[src/rtl/seq_divider_pkg.sv]
// Shared definitions for the sequential divider and the HI/LO controller
// that drives it: default width, FSM encoding and the divide-by-zero quotient.
package seq_divider_pkg;

  localparam int DEFAULT_WIDTH = 32;

  // Iteration counter width; must hold DEFAULT_WIDTH-1.
  localparam int CNT_W = 6;

  typedef enum logic [1:0] {
    IDLE = 2'd0,
    LOAD = 2'd1,
    RUN  = 2'd2,
    FIX  = 2'd3
  } state_t;

  // Quotient reported when the divisor is zero.
  localparam logic [DEFAULT_WIDTH-1:0] DIV_ZERO_QUOT = '1;

endpackage

[src/rtl/seq_divider_sub_step.sv]
// One restoring-division trial: subtract the divisor magnitude from the
// shifted partial remainder and flag whether the result stayed non-negative.
module div_sub_step
  import seq_divider_pkg::*;
#(
  parameter int N = DEFAULT_WIDTH + 1
) (
  input  logic [N-1:0] minuend,
  input  logic [N-1:0] subtrahend,
  output logic [N-1:0] diff,
  output logic         non_neg
);

  // Operands never exceed the N-bit signed range, so the MSB is the sign.
  assign diff    = minuend - subtrahend;
  assign non_neg = ~diff[N-1];

endmodule

[src/rtl/seq_divider.sv]
// Multi-cycle restoring divider for DIV/DIVU. One accepted start produces a
// done_o pulse exactly 34 cycles later, regardless of operands.
module seq_divider
  import seq_divider_pkg::*;
#(
  parameter int WIDTH = DEFAULT_WIDTH
) (
  input  logic             clk_i,
  input  logic             rst_i,
  input  logic             start_i,
  input  logic             signed_i,
  input  logic [WIDTH-1:0] dividend_i,
  input  logic [WIDTH-1:0] divisor_i,
  output logic             busy_o,
  output logic             done_o,
  output logic [WIDTH-1:0] quotient_o,
  output logic [WIDTH-1:0] remainder_o,
  output logic             div_zero_o
);

  state_t           state;
  logic [CNT_W-1:0] cnt;

  // Operands as captured with the accepted start.
  logic [WIDTH-1:0] dvd_raw;
  logic [WIDTH-1:0] dsr_raw;
  logic             is_signed;

  // Iteration state: magnitudes, partial remainder R and quotient Q.
  logic [WIDTH-1:0] dsr_mag;
  logic [WIDTH-1:0] quo_q;
  logic [WIDTH:0]   rem_q;
  logic             sign_q;
  logic             sign_r;
  logic             dz;

  logic             dvd_neg;
  logic             dsr_neg;
  logic [WIDTH:0]   trial_a;
  logic [WIDTH:0]   trial_b;
  logic [WIDTH:0]   trial_diff;
  logic             trial_ok;

  // Sign of each operand only matters for DIV.
  assign dvd_neg = is_signed & dvd_raw[WIDTH-1];
  assign dsr_neg = is_signed & dsr_raw[WIDTH-1];

  // {R,Q} shifted left by one: the top quotient bit moves into R.
  assign trial_a = (rem_q << 1) | {{WIDTH{1'b0}}, quo_q[WIDTH-1]};
  assign trial_b = {1'b0, dsr_mag};

  div_sub_step #(
    .N (WIDTH + 1)
  ) u_step (
    .minuend    (trial_a),
    .subtrahend (trial_b),
    .diff       (trial_diff),
    .non_neg    (trial_ok)
  );

  // Controller FSM plus datapath registers; all outputs are registered here.
  always_ff @(posedge clk_i or posedge rst_i) begin
    if (rst_i) begin
      // NOTE: every register, datapath included, is cleared so an abandoned
      // division leaves no stale sign or magnitude behind.
      state       <= IDLE;
      cnt         <= '0;
      dvd_raw     <= '0;
      dsr_raw     <= '0;
      is_signed   <= 1'b0;
      dsr_mag     <= '0;
      quo_q       <= '0;
      rem_q       <= '0;
      sign_q      <= 1'b0;
      sign_r      <= 1'b0;
      dz          <= 1'b0;
      busy_o      <= 1'b0;
      done_o      <= 1'b0;
      quotient_o  <= '0;
      remainder_o <= '0;
      div_zero_o  <= 1'b0;
    end else begin
      // NOTE: non-blocking assignments throughout, so every branch below
      // reads the register values from before this edge.
      done_o <= 1'b0;
      case (state)
        IDLE: begin
          if (start_i) begin
            dvd_raw   <= dividend_i;
            dsr_raw   <= divisor_i;
            is_signed <= signed_i;
            state     <= LOAD;
          end
        end

        LOAD: begin
          // 0x80000000 negates to itself, which reads correctly as 2^31.
          dsr_mag <= dsr_neg ? -dsr_raw : dsr_raw;
          quo_q   <= dvd_neg ? -dvd_raw : dvd_raw;
          rem_q   <= '0;
          sign_q  <= dvd_neg ^ dsr_neg;
          sign_r  <= dvd_neg;
          dz      <= (dsr_raw == '0);
          cnt     <= CNT_W'(WIDTH - 1);
          busy_o  <= 1'b1;
          state   <= RUN;
        end

        RUN: begin
          quo_q <= {quo_q[WIDTH-2:0], trial_ok};
          rem_q <= trial_ok ? trial_diff : trial_a;
          if (cnt == '0) begin
            state <= FIX;
          end else begin
            cnt <= cnt - 1'b1;
          end
        end

        FIX: begin
          if (dz) begin
            quotient_o  <= WIDTH'(DIV_ZERO_QUOT);
            remainder_o <= dvd_raw;
            div_zero_o  <= 1'b1;
          end else begin
            quotient_o  <= sign_q ? -quo_q : quo_q;
            remainder_o <= sign_r ? -rem_q[WIDTH-1:0] : rem_q[WIDTH-1:0];
            div_zero_o  <= 1'b0;
          end
          busy_o <= 1'b0;
          done_o <= 1'b1;
          state  <= IDLE;
        end

        default: state <= IDLE;
      endcase
    end
  end

endmodule

[config.mk]
export PLATFORM = sky130hd
export DESIGN_NAME = seq_divider
export DESIGN_NICKNAME = d
export VERILOG_FILES = /design/src/rtl/seq_divider_pkg.sv /design/src/rtl/seq_divider_sub_step.sv /design/src/rtl/seq_divider.sv
export SDC_FILE = /design/constraint.sdc
export NUM_CORES = 1
export LEC_CHECK = 0
export ABC_AREA = 1
export BUFFER_PORTS_ARGS = -buffer_cell sky130_fd_sc_hd__buf_2
export CORE_MARGIN = 2
export CORE_UTILIZATION = 66
export CTS_CLUSTER_SIZE = 40
export DETAILED_ROUTE_END_ITERATION = 7
export PLACE_DENSITY = 0.87
export SYNTH_ARGS = -nofsm -noshare
export SYNTH_HDL_FRONTEND = slang
export SYNTH_SLANG_ARGS = --single-unit
[constraint.sdc]
create_clock -name clk_i -period 18.88 [get_ports clk_i]
set_input_delay 0.944 -clock clk_i [delete_from_list [all_inputs] [get_ports clk_i]]
set_output_delay 0.944 -clock clk_i [all_outputs]
set_load 0.1 [all_outputs]
# Yosys cells after proc, flatten, opt, wreduce, memory -nomap -nowiden
# Cells that the tools add are included.
# classes
addsub	6
eq_ne	6
mux	17
n_bitwise	5
reduce_logical	8
# ops
cell	count
2-to-1 mux 32 bit	7
negator 32 bit	4
case mux 32 bit (2 select lines)	2
bitwise OR 33 x 1 -> 33 bit	1
subtractor 33 x 32 -> 33 bit	1
zero test 32 bit	1
case mux 6 bit (2 select lines)	1
case mux 2 bit (4 select lines)	1
zero test 6 bit	1
2-to-1 mux 6 bit	1
inequality test 2 bit, second input constant	3
AND reduction 2 bit	3
subtractor 6 x 1 -> 6 bit, second input constant	1
== test 2 bit, second input constant	2
2-to-1 mux 2 bit	2
nonzero test 2 bit	2
AND 1 bit	2
== test 2 x 1 -> 1 bit, second input constant	1
zero test 2 bit	1
2-to-1 mux 1 bit	2
case mux 1 bit (2 select lines)	1
inverter 1 bit	1
bitwise XOR 1 bit	1
# totals
reg_bits	239
elab_cells	58

# Longest topological paths before layout
# Gate-level depths: netlist of run 1.
# logic_depth
ltp_word	4
depth_mapped	18
ltp_nobuf	17

# Hierarchy
# Synthesis of run 1 repeated with hierarchy kept, for this count alone.
# hier_totals
cells_unflattened	2438
hier_area_um2	16273.1
# by_module_without_submodules
module	instances	cells_per_inst	area_each_um2	seq_area_each_um2
seq_divider	1	1874	13668.1	5980.7
div_sub_step	1	564	2605.0	0.0

# Worst setup path after synthesis of run 1
# No wires, ideal clock.
# synth_path
kind	reg-to-reg
from	register quo_q[31]
to	register rem_q[10]
setup_ps	118
t_arrival_ps	2034
required_ps	18762
setup_slack_ps	16728
stages_incl_launch_ff	19
n_path_buf	1
period_less_slack_ps	2152
path_cell_list	dfrtp_1 -> inv_1 -> ha_1 -> fa_1 -> inv_1 -> nand2_1 -> nand2_1 -> nand3_1 -> nand2_2 -> nand2_1 -> nand2_2 -> nand2_4 -> nand2_4 -> nand2_4 -> nand2_4 -> buf_6 -> nand2_1 -> nand3_1 -> nand2_1
# synth_via
elab_chain_len	4
# synth_rtl
element	line	rtl
from (decl)	seq_divider.sv:31	logic [WIDTH-1:0] quo_q;
from (signal assigned)	seq_divider.sv:99	quo_q <= dvd_neg ? -dvd_raw : dvd_raw;
from (signal assigned)	seq_divider.sv:110	quo_q <= {quo_q[WIDTH-2:0], trial_ok};
bitwise OR 33 x 1 -> 33 bit	seq_divider.sv:49	assign trial_a = (rem_q << 1) | {{WIDTH{1'b0}}, quo_q[WIDTH-1]};
subtractor 33 x 32 -> 33 bit	seq_divider_sub_step.sv:15	assign diff = minuend - subtrahend;
2-to-1 mux 32 bit	seq_divider.sv:111	rem_q <= trial_ok ? trial_diff : trial_a;
case mux 32 bit (2 select lines)	seq_divider.sv:86	case (state)
to (signal assigned)	seq_divider.sv:111	
to (decl)	seq_divider.sv:32	logic [WIDTH:0] rem_q;
# No other way between the ends.
# A chain may end at the register's enable or synchronous reset.

# Final worst setup path of run 1
# layout_path
from	register state[1]
to	register quo_q[0]
# layout_via
elab_chain_len	2
# layout_rtl
element	line	rtl
from (decl)	seq_divider.sv:21	state_t state;
from (signal assigned)	seq_divider.sv:66	state <= IDLE;
from (signal assigned)	seq_divider.sv:92	state <= LOAD;
from (signal assigned)	seq_divider.sv:106	state <= RUN;
== test 2 bit or == test 2 x 1 -> 1 bit (tied branches)	seq_divider.sv:86	
case mux 32 bit (2 select lines) or nonzero test 2 bit (tied branches)	--	
# Several ways; a longest one is shown, not always the timed one.

==> results of run 1 <==
==> metrics by stage <==
step	cell area, sq um	power (W)
after floorplan	15770	0.002253
after global placement	16620	0.002686
after detailed placement	16620	0.002741
after CTS	17510	0.003284
after global routing	17510	0.003521
final	17510	0.003353
==> final cells by class <==
class	count	area [sq um]
clock buffer	31	709.4
clock inverter	14	180.2
inverter	342	1291
fill	1879	5959
timing repair buffer	144	745.7
sequential	239	5981
tap	319	399.1
multi-input combinational	1651	8207
==> layout by cell type (no fill, tap or decap), types with 2 or more instances in the layout <==
| master | n |
|---|---|
| nand2_1 | 638 |
| inv_1 | 335 |
| nand3_1 | 252 |
| nor2_1 | 251 |
| dfrtp_1 | 239 |
| buf_2 | 134 |
| a21oi_1 | 104 |
| o21ai_0 | 96 |
| ha_1 | 43 |
| xor2_1 | 40 |
| o221ai_1 | 39 |
| nand4_1 | 29 |
| clkbuf_16 | 26 |
| nor3_1 | 19 |
| o22ai_1 | 15 |
| or2_2 | 15 |
| a31oi_1 | 15 |
| xnor2_1 | 14 |
| o21bai_1 | 11 |
| nand3b_1 | 11 |
| o211ai_1 | 10 |
| mux2_2 | 10 |
| buf_4 | 10 |
| nand2_2 | 7 |
| clkinv_2 | 7 |
| inv_2 | 5 |
| nand2_4 | 5 |
| clkbuf_8 | 4 |
| o21ai_1 | 3 |
| and2_1 | 3 |
| bufinv_16 | 3 |
| a31o_2 | 2 |
| nor3_2 | 2 |
| o31ai_1 | 2 |
| nor2_2 | 2 |
==> worst min-delay path, stage by stage (launching register included) <==
cell and delay, ns:
dfrtp_1 0.34, o21ai_0 0.07, inv_1 0.05
==> cell families after synthesis <==
| logic type | Yosys count | share of synthesized area (%) |
|---|---|---|
| and+or+nand+nor | 1241 | 33.38 |
| buffers and inverters | 418 | 10.10 |
| AOI/OAI and AO/OA | 302 | 11.33 |
| DFF | 239 | 37.94 |
| xor gates and xnor gates | 54 | 3.000 |
| adders and majority gates | 44 | 3.540 |
| muxes | 10 | 0.7143 |
==> power groups by stage <==
stage | registers, W | logic, W | clock network, W
after global placement | 0.000886 | 0.00180 | 0
after floorplan | 0.00126 | 0.000995 | 0
after global routing | 0.000921 | 0.00205 | 0.000548
final | 0.000903 | 0.00192 | 0.000530
after CTS | 0.000890 | 0.00187 | 0.000528
after detailed placement | 0.000894 | 0.00185 | 0
==> worst paths after layout <==
kind                                 from        endpoint  cells after the start
max                              state[1]        quo_q[0]                      8
min                        quotient_o[21]  quotient_o[21]                      2
max reg2reg                      state[1]        quo_q[0]                      8
min reg2reg                quotient_o[21]  quotient_o[21]                      2
max in group asynchronous           rst_i       rem_q[29]                      3
min in group asynchronous           rst_i          cnt[3]                      2
==> per-layer routing <==
metal / vias to the layer above / GRT usage [%]
li1: 7608 / -
met1: 7736 / 60.97
met2: 1112 / 62.65
met3: 183 / 11.43
met4: 0 / 14.97
met5: - / 0
==> sequential cells by signal (all words and copies together) (netlist names) <==
signal and flops:
dsr_mag 32, dsr_raw 32, dvd_raw 32, quo_q 32, quotient_o 32, rem_q 32, remainder_o 32, cnt 6
state 2, busy_o 1, div_zero_o 1, done_o 1, dz 1, is_signed 1, sign_q 1, sign_r 1
==> impl_metrics.toml, run 1 <==
[routing]
dr_total_vias = 16640
dr_wl_met3_mm = 7.204
first_pass_iters = 8
wl_met2_mm = 22.31
routedWlPerCell_microns = 19.50
drcViolationCount = 0
wl_met1_mm = 21.79
routed_via_density = 6.073
ant_nets = 0
routed.top_layer = "met4"
totalWireLength_mm = 53.44
initialDrtViolationCount = 2165

[synth]
synth.most_common_cell = "nand2_1"
syn_inst = 2308
avgSynthCellArea_sq_um = 6.831
ys_types = 46
yosysTopAreaCellShare_pct = 37.94
synthFlopType = "dfrtp_1"
synth.yosys.warnings = 0
async_flop_share_pct = 100.0
synth.largest_area_cell = "dfrtp_1"
ys_top_cells_by_count = "nand2_1, inv_1, nand3_1, nor2_1, dfrtp_1"
synth-edff-count = 0
yosysSeqAreaShare_pct = 37.94
syn_area_sq_um = 15770
ys_ff_latch = 239
synth.top_cells.by_area = "dfrtp_1, nand2_1, nand3_1"
syn-num-nets = 2420

[min_path]
min_path_type = "reg2reg"

[floorplan]
fp.dieH_microns = 158.6
num_rows = 56
num_io_pins = 135
core_sq_um = 23470
die_x_microns = 158.6
initial_core_util_pct = 67.16
die-area_sq_um = 25140

[place]
port_buffers = 134
gp_congestion = 1.092
preCtsSetupSlack_ns = 15.17
dpl.cell_count = 2695
dp_hpwl_mm = 40.20

[sta]
setup_ws_ns = 14.96
relSlewSlack_pct = 15.65
finalSetupViolCount = 0
final.min_clock_period_ns = 3.924
rsz0062_at_grt = "no"
fmax_mhz = 254.9
timing.final.crit_share_pct = 20.78
finalHoldViolations = 0
finalMaxSlewViolations = 0
tightestPinTransition_ns = 1.264
fin_skew_ns = 0.03392
fin_worst_hold_slack_ns = 0.4905
setup_tns_ns = 0

[setup_path]
cp-end-kind = "flip-flop"
required_ns = 19.33
r2r_slack_ns = 14.96
crit_type = "reg2reg"
worstPathArrival_ns = 4.38
path_cells = "inv_1 > ha_1 > inv_1 > nor2_1 > buf_4 > inv_1 > o22ai_1 > o21bai_1"
worst-path-buf-inv = 4
cp_slowest_stage_delay_ns = 0.94
cp-start-kind = "flip-flop"
cp_top_family = "buffers and inverters"
crit_fanout = 39
crit_top_cell = "inv_1"
crit_slowest_cell = "ha_1"

[clock_network]
cts_root_buf = "clkbuf_16"
clk_pin_slew_ns = 0.06
clock_path_buffers = 3
cts_tree = "yes"
hold_buffers = 0
cts_setup_buffers = 0
cts_buffers = 26
cts_max_level = 1
clkLatencyLatePin_ns = 0.57
cts_resized = 0
clock-sinks = 239

[pwr]
p_clk_share_pct = 15.8
pwr-share-seq_pct = 26.9
peakVddDrop_uv = 173.6
intPower_w = 0.001492
leakage_nw = 9.436
p_per_area_nw_per_um2 = 191.4
sw_frac_of_total_pct = 55.49
p_switching_w = 0.001860
comb_power_share_pct = 57.3

[global_route]
grt_max_degree = 102
overflow = 0
grt_pass1_wl_mm = 82.35
grt_pass1_vias = 15150
track_usage_pct = 42.65
antenna_found_initial = 2

[status]
status = "finished clean"

[cells_and_area]
layout.nets = 2516
instances_no_fill = 2740
post-route-util_pct = 74.61
area_growth_pct = 11.09
final_layout_size_suffix_gt1_share_pct = 10.04
diodes = 0

[job]
drv_cap = 0
Note: power is estimated with default switching activity, not from simulation.
==> inputs of run 2 (changes only) <==
--- a/config.mk
+++ b/config.mk
@@ -8,10 +8,10 @@
 export ABC_AREA = 1
 export BUFFER_PORTS_ARGS = -buffer_cell sky130_fd_sc_hd__buf_2
 export CORE_MARGIN = 2
-export CORE_UTILIZATION = 66
+export CORE_UTILIZATION = 55
 export CTS_CLUSTER_SIZE = 40
 export DETAILED_ROUTE_END_ITERATION = 7
-export PLACE_DENSITY = 0.87
+export PLACE_DENSITY = 0.77
 export SYNTH_ARGS = -nofsm -noshare
 export SYNTH_HDL_FRONTEND = slang
 export SYNTH_SLANG_ARGS = --single-unit
==> constraint.sdc (replaced) <==
create_clock -name clk_i -period 3.5 [get_ports clk_i]
set_input_delay 0.175 -clock clk_i [delete_from_list [all_inputs] [get_ports clk_i]]
set_output_delay 0.175 -clock clk_i [all_outputs]
set_load 0.1 [all_outputs]
==> run 2 against run 1 <==
Against the previous run:
- combinational power rose to 5.6 times the previous value
- largest cell class unchanged
- clock power rose to 5.7 times the previous value
- non-clock buffer count up 84
- highest routed layer is now met5
- setup slack worse by 14 ns
- via count up 1.1%
- wire length up 7.4%
- sequential power rose to 5.3 times the previous value
==> impl_metrics.toml, run 2 (same netlist as run 1, synthesis figures left out) <==
[cells_and_area]
instances_no_fill = 2888
final_common_cell = "nand2_1"
layout.nets = 2602
final_layout_size_suffix_gt1_share_pct = 10.40
nFillCells = 2441
area_growth_pct = 17.11
layout_common_cells = "nand2_1, inv_1, nand3_1, nor2_1, dfrtp_1"

[routing]
totalWireLength_mm = 57.40
drcViolationCount = 0
routedWlPerCell_microns = 19.88
ant_nets = 0
first_pass_iters = 6
initialDrtViolationCount = 2240
routed_via_density = 5.828
dr_total_vias = 16830

[clock_network]
hold_buffers = 66
clock-sinks = 239
clkLatencyLatePin_ns = 0.55
cts_root_buf = "clkbuf_16"
cts_tree = "yes"
cts_resized = 0
clock_path_buffers = 3
cts_setup_buffers = 0
cts_buffers = 28
clk_pin_slew_ns = 0.06
cts_max_level = 1

[setup_path]
crit_type = "reg2reg"
crit_top_cell = "nand2_1"
worstPathArrival_ns = 3.14
crit_fanout = 26
cp_slowest_stage_delay_ns = 0.41
cp-end-kind = "flip-flop"
required_ns = 3.94
cp-start-kind = "flip-flop"
crit_slowest_cell = "fa_1"
path_cells = "inv_1 > ha_1 > fa_1 > inv_1 > nand2_1 > nand2_1 > nand3_1 > nand2_2 > nand2_1 > nand2_2 > nand2_4 > nand2_4 > nand2_4 > nand2_4 > nand2_1 > nand3_1 > nand2_1"
setup.worst_path.start = "quo_q[31]"
r2r_start = "quo_q[31]"

[floorplan]
fp.dieH_microns = 173.3
die-area_sq_um = 30030
num_io_pins = 135
initial_core_util_pct = 56.28
num_rows = 61
core_sq_um = 28010
die_x_microns = 173.3

[global_route]
grt_max_degree = 93
grt_pass1_vias = 15630
track_usage_pct = 37.92
antenna_found_initial = 3
grt_pass1_wl_mm = 89.58
overflow = 0

[sta]
finalSetupViolCount = 0
finalMaxSlewViolations = 0
finalHoldViolations = 0
relSlewSlack_pct = 38.82
final.min_clock_period_ns = 2.702
fmax_mhz = 370.1
setup_tns_ns = 0
rsz0062_at_grt = "no"
tightestPinTransition_ns = 0.9081
timing.final.crit_share_pct = 77.21
fin_skew_ns = 0.01224

[pwr]
leakage_nw = 9.824
p_per_area_nw_per_um2 = 1000
peakVddDrop_uv = 723.3

[min_path]
min_from = "start_i"
min_path_type = "in2reg"

[place]
gp_congestion = 1.005
dpl.cell_count = 2772
port_buffers = 134
dp_hpwl_mm = 42.88

[job]
drv_cap = 0

[status]
status = "finished clean"
run 2: cell count changes in the layout (fill, tap and decap cells not counted), sizes merged:
| cell | change |
|---|---|
| dlygate4sd3 | +66 |
| buf | +18 |
| clkbuf | +11 |
| clkinv | -5 |
| inv | -2 |
| bufinv | -1 |
| clkinvlp | +1 |
| diode | +1 |
run 2: path summary, 6_finish.rpt:
check / end / slack [ns] / cells after the start
setup / recovery: rem_q[11] / 0.80 / 17
hold / removal: state[1] / 0.06 / 5
setup reg to reg: rem_q[11] / 0.80 / 17
hold reg to reg: quotient_o[21] / 0.48 / 2
max in group asynchronous: dvd_raw[6] / 2.28 / 4
min in group asynchronous: rem_q[0] / 0.26 / 3
run 2: critical path: cells and delay by family (launching register included):
family / cells / cell delay [ns]
fa+ha+maj: 2 / 0.65
simple gates: 13 / 1.40
buf+inv: 2 / 0.19
flops: 1 / 0.35
run 2: final cells by class:
type / instances / area [sq um] / share of cell area [%]
inverter: 342 / 1287 / 6.973
multi-input combinational: 1651 / 8207 / 44.45
antenna: 1 / 2.502 / 0.01355
clock inverter: 7 / 91.34 / 0.4947
clock buffer: 42 / 854.6 / 4.629
timing repair buffer: 228 / 1567 / 8.485
tap: 378 / 473.0 / 2.562
sequential: 239 / 5981 / 32.39
run 2: metal layers:
layer,wire [microns],part of all wire [%],track usage (%)
met1,25490,44,56.82
met2,24750,43,57.08
met3,5729,10,6.952
met4,1406,2.4,8.404
met5,27,0.047,0
run 2: report_power, final:
part           internal (W)  switching [W]  leakage [nW]
clock               0.00182        0.00120         0.465
sequential          0.00390       0.000879          2.91
combinational       0.00263        0.00803          6.45
run 2: through the flow:
| stage | hold slack (ns) | power, W | area (sq um) | setup WS (ns) | utilization [%] |
|---|---|---|---|---|---|
| after floorplan | 0.3256 | 0.01215 | 15770 | 0.1912 | - |
| after global placement | 0.2896 | 0.01482 | 16850 | 0.9310 | 60.17 |
| after detailed placement | 0.2985 | 0.01502 | 16850 | 0.8650 | 60.17 |
| after CTS | 0.05877 | 0.01812 | 18460 | 0.8286 | 65.90 |
| after global routing | 0.09601 | 0.01948 | 18460 | 0.6047 | 65.90 |
| final | 0.05902 | 0.01846 | 18460 | 0.7978 | 65.91 |
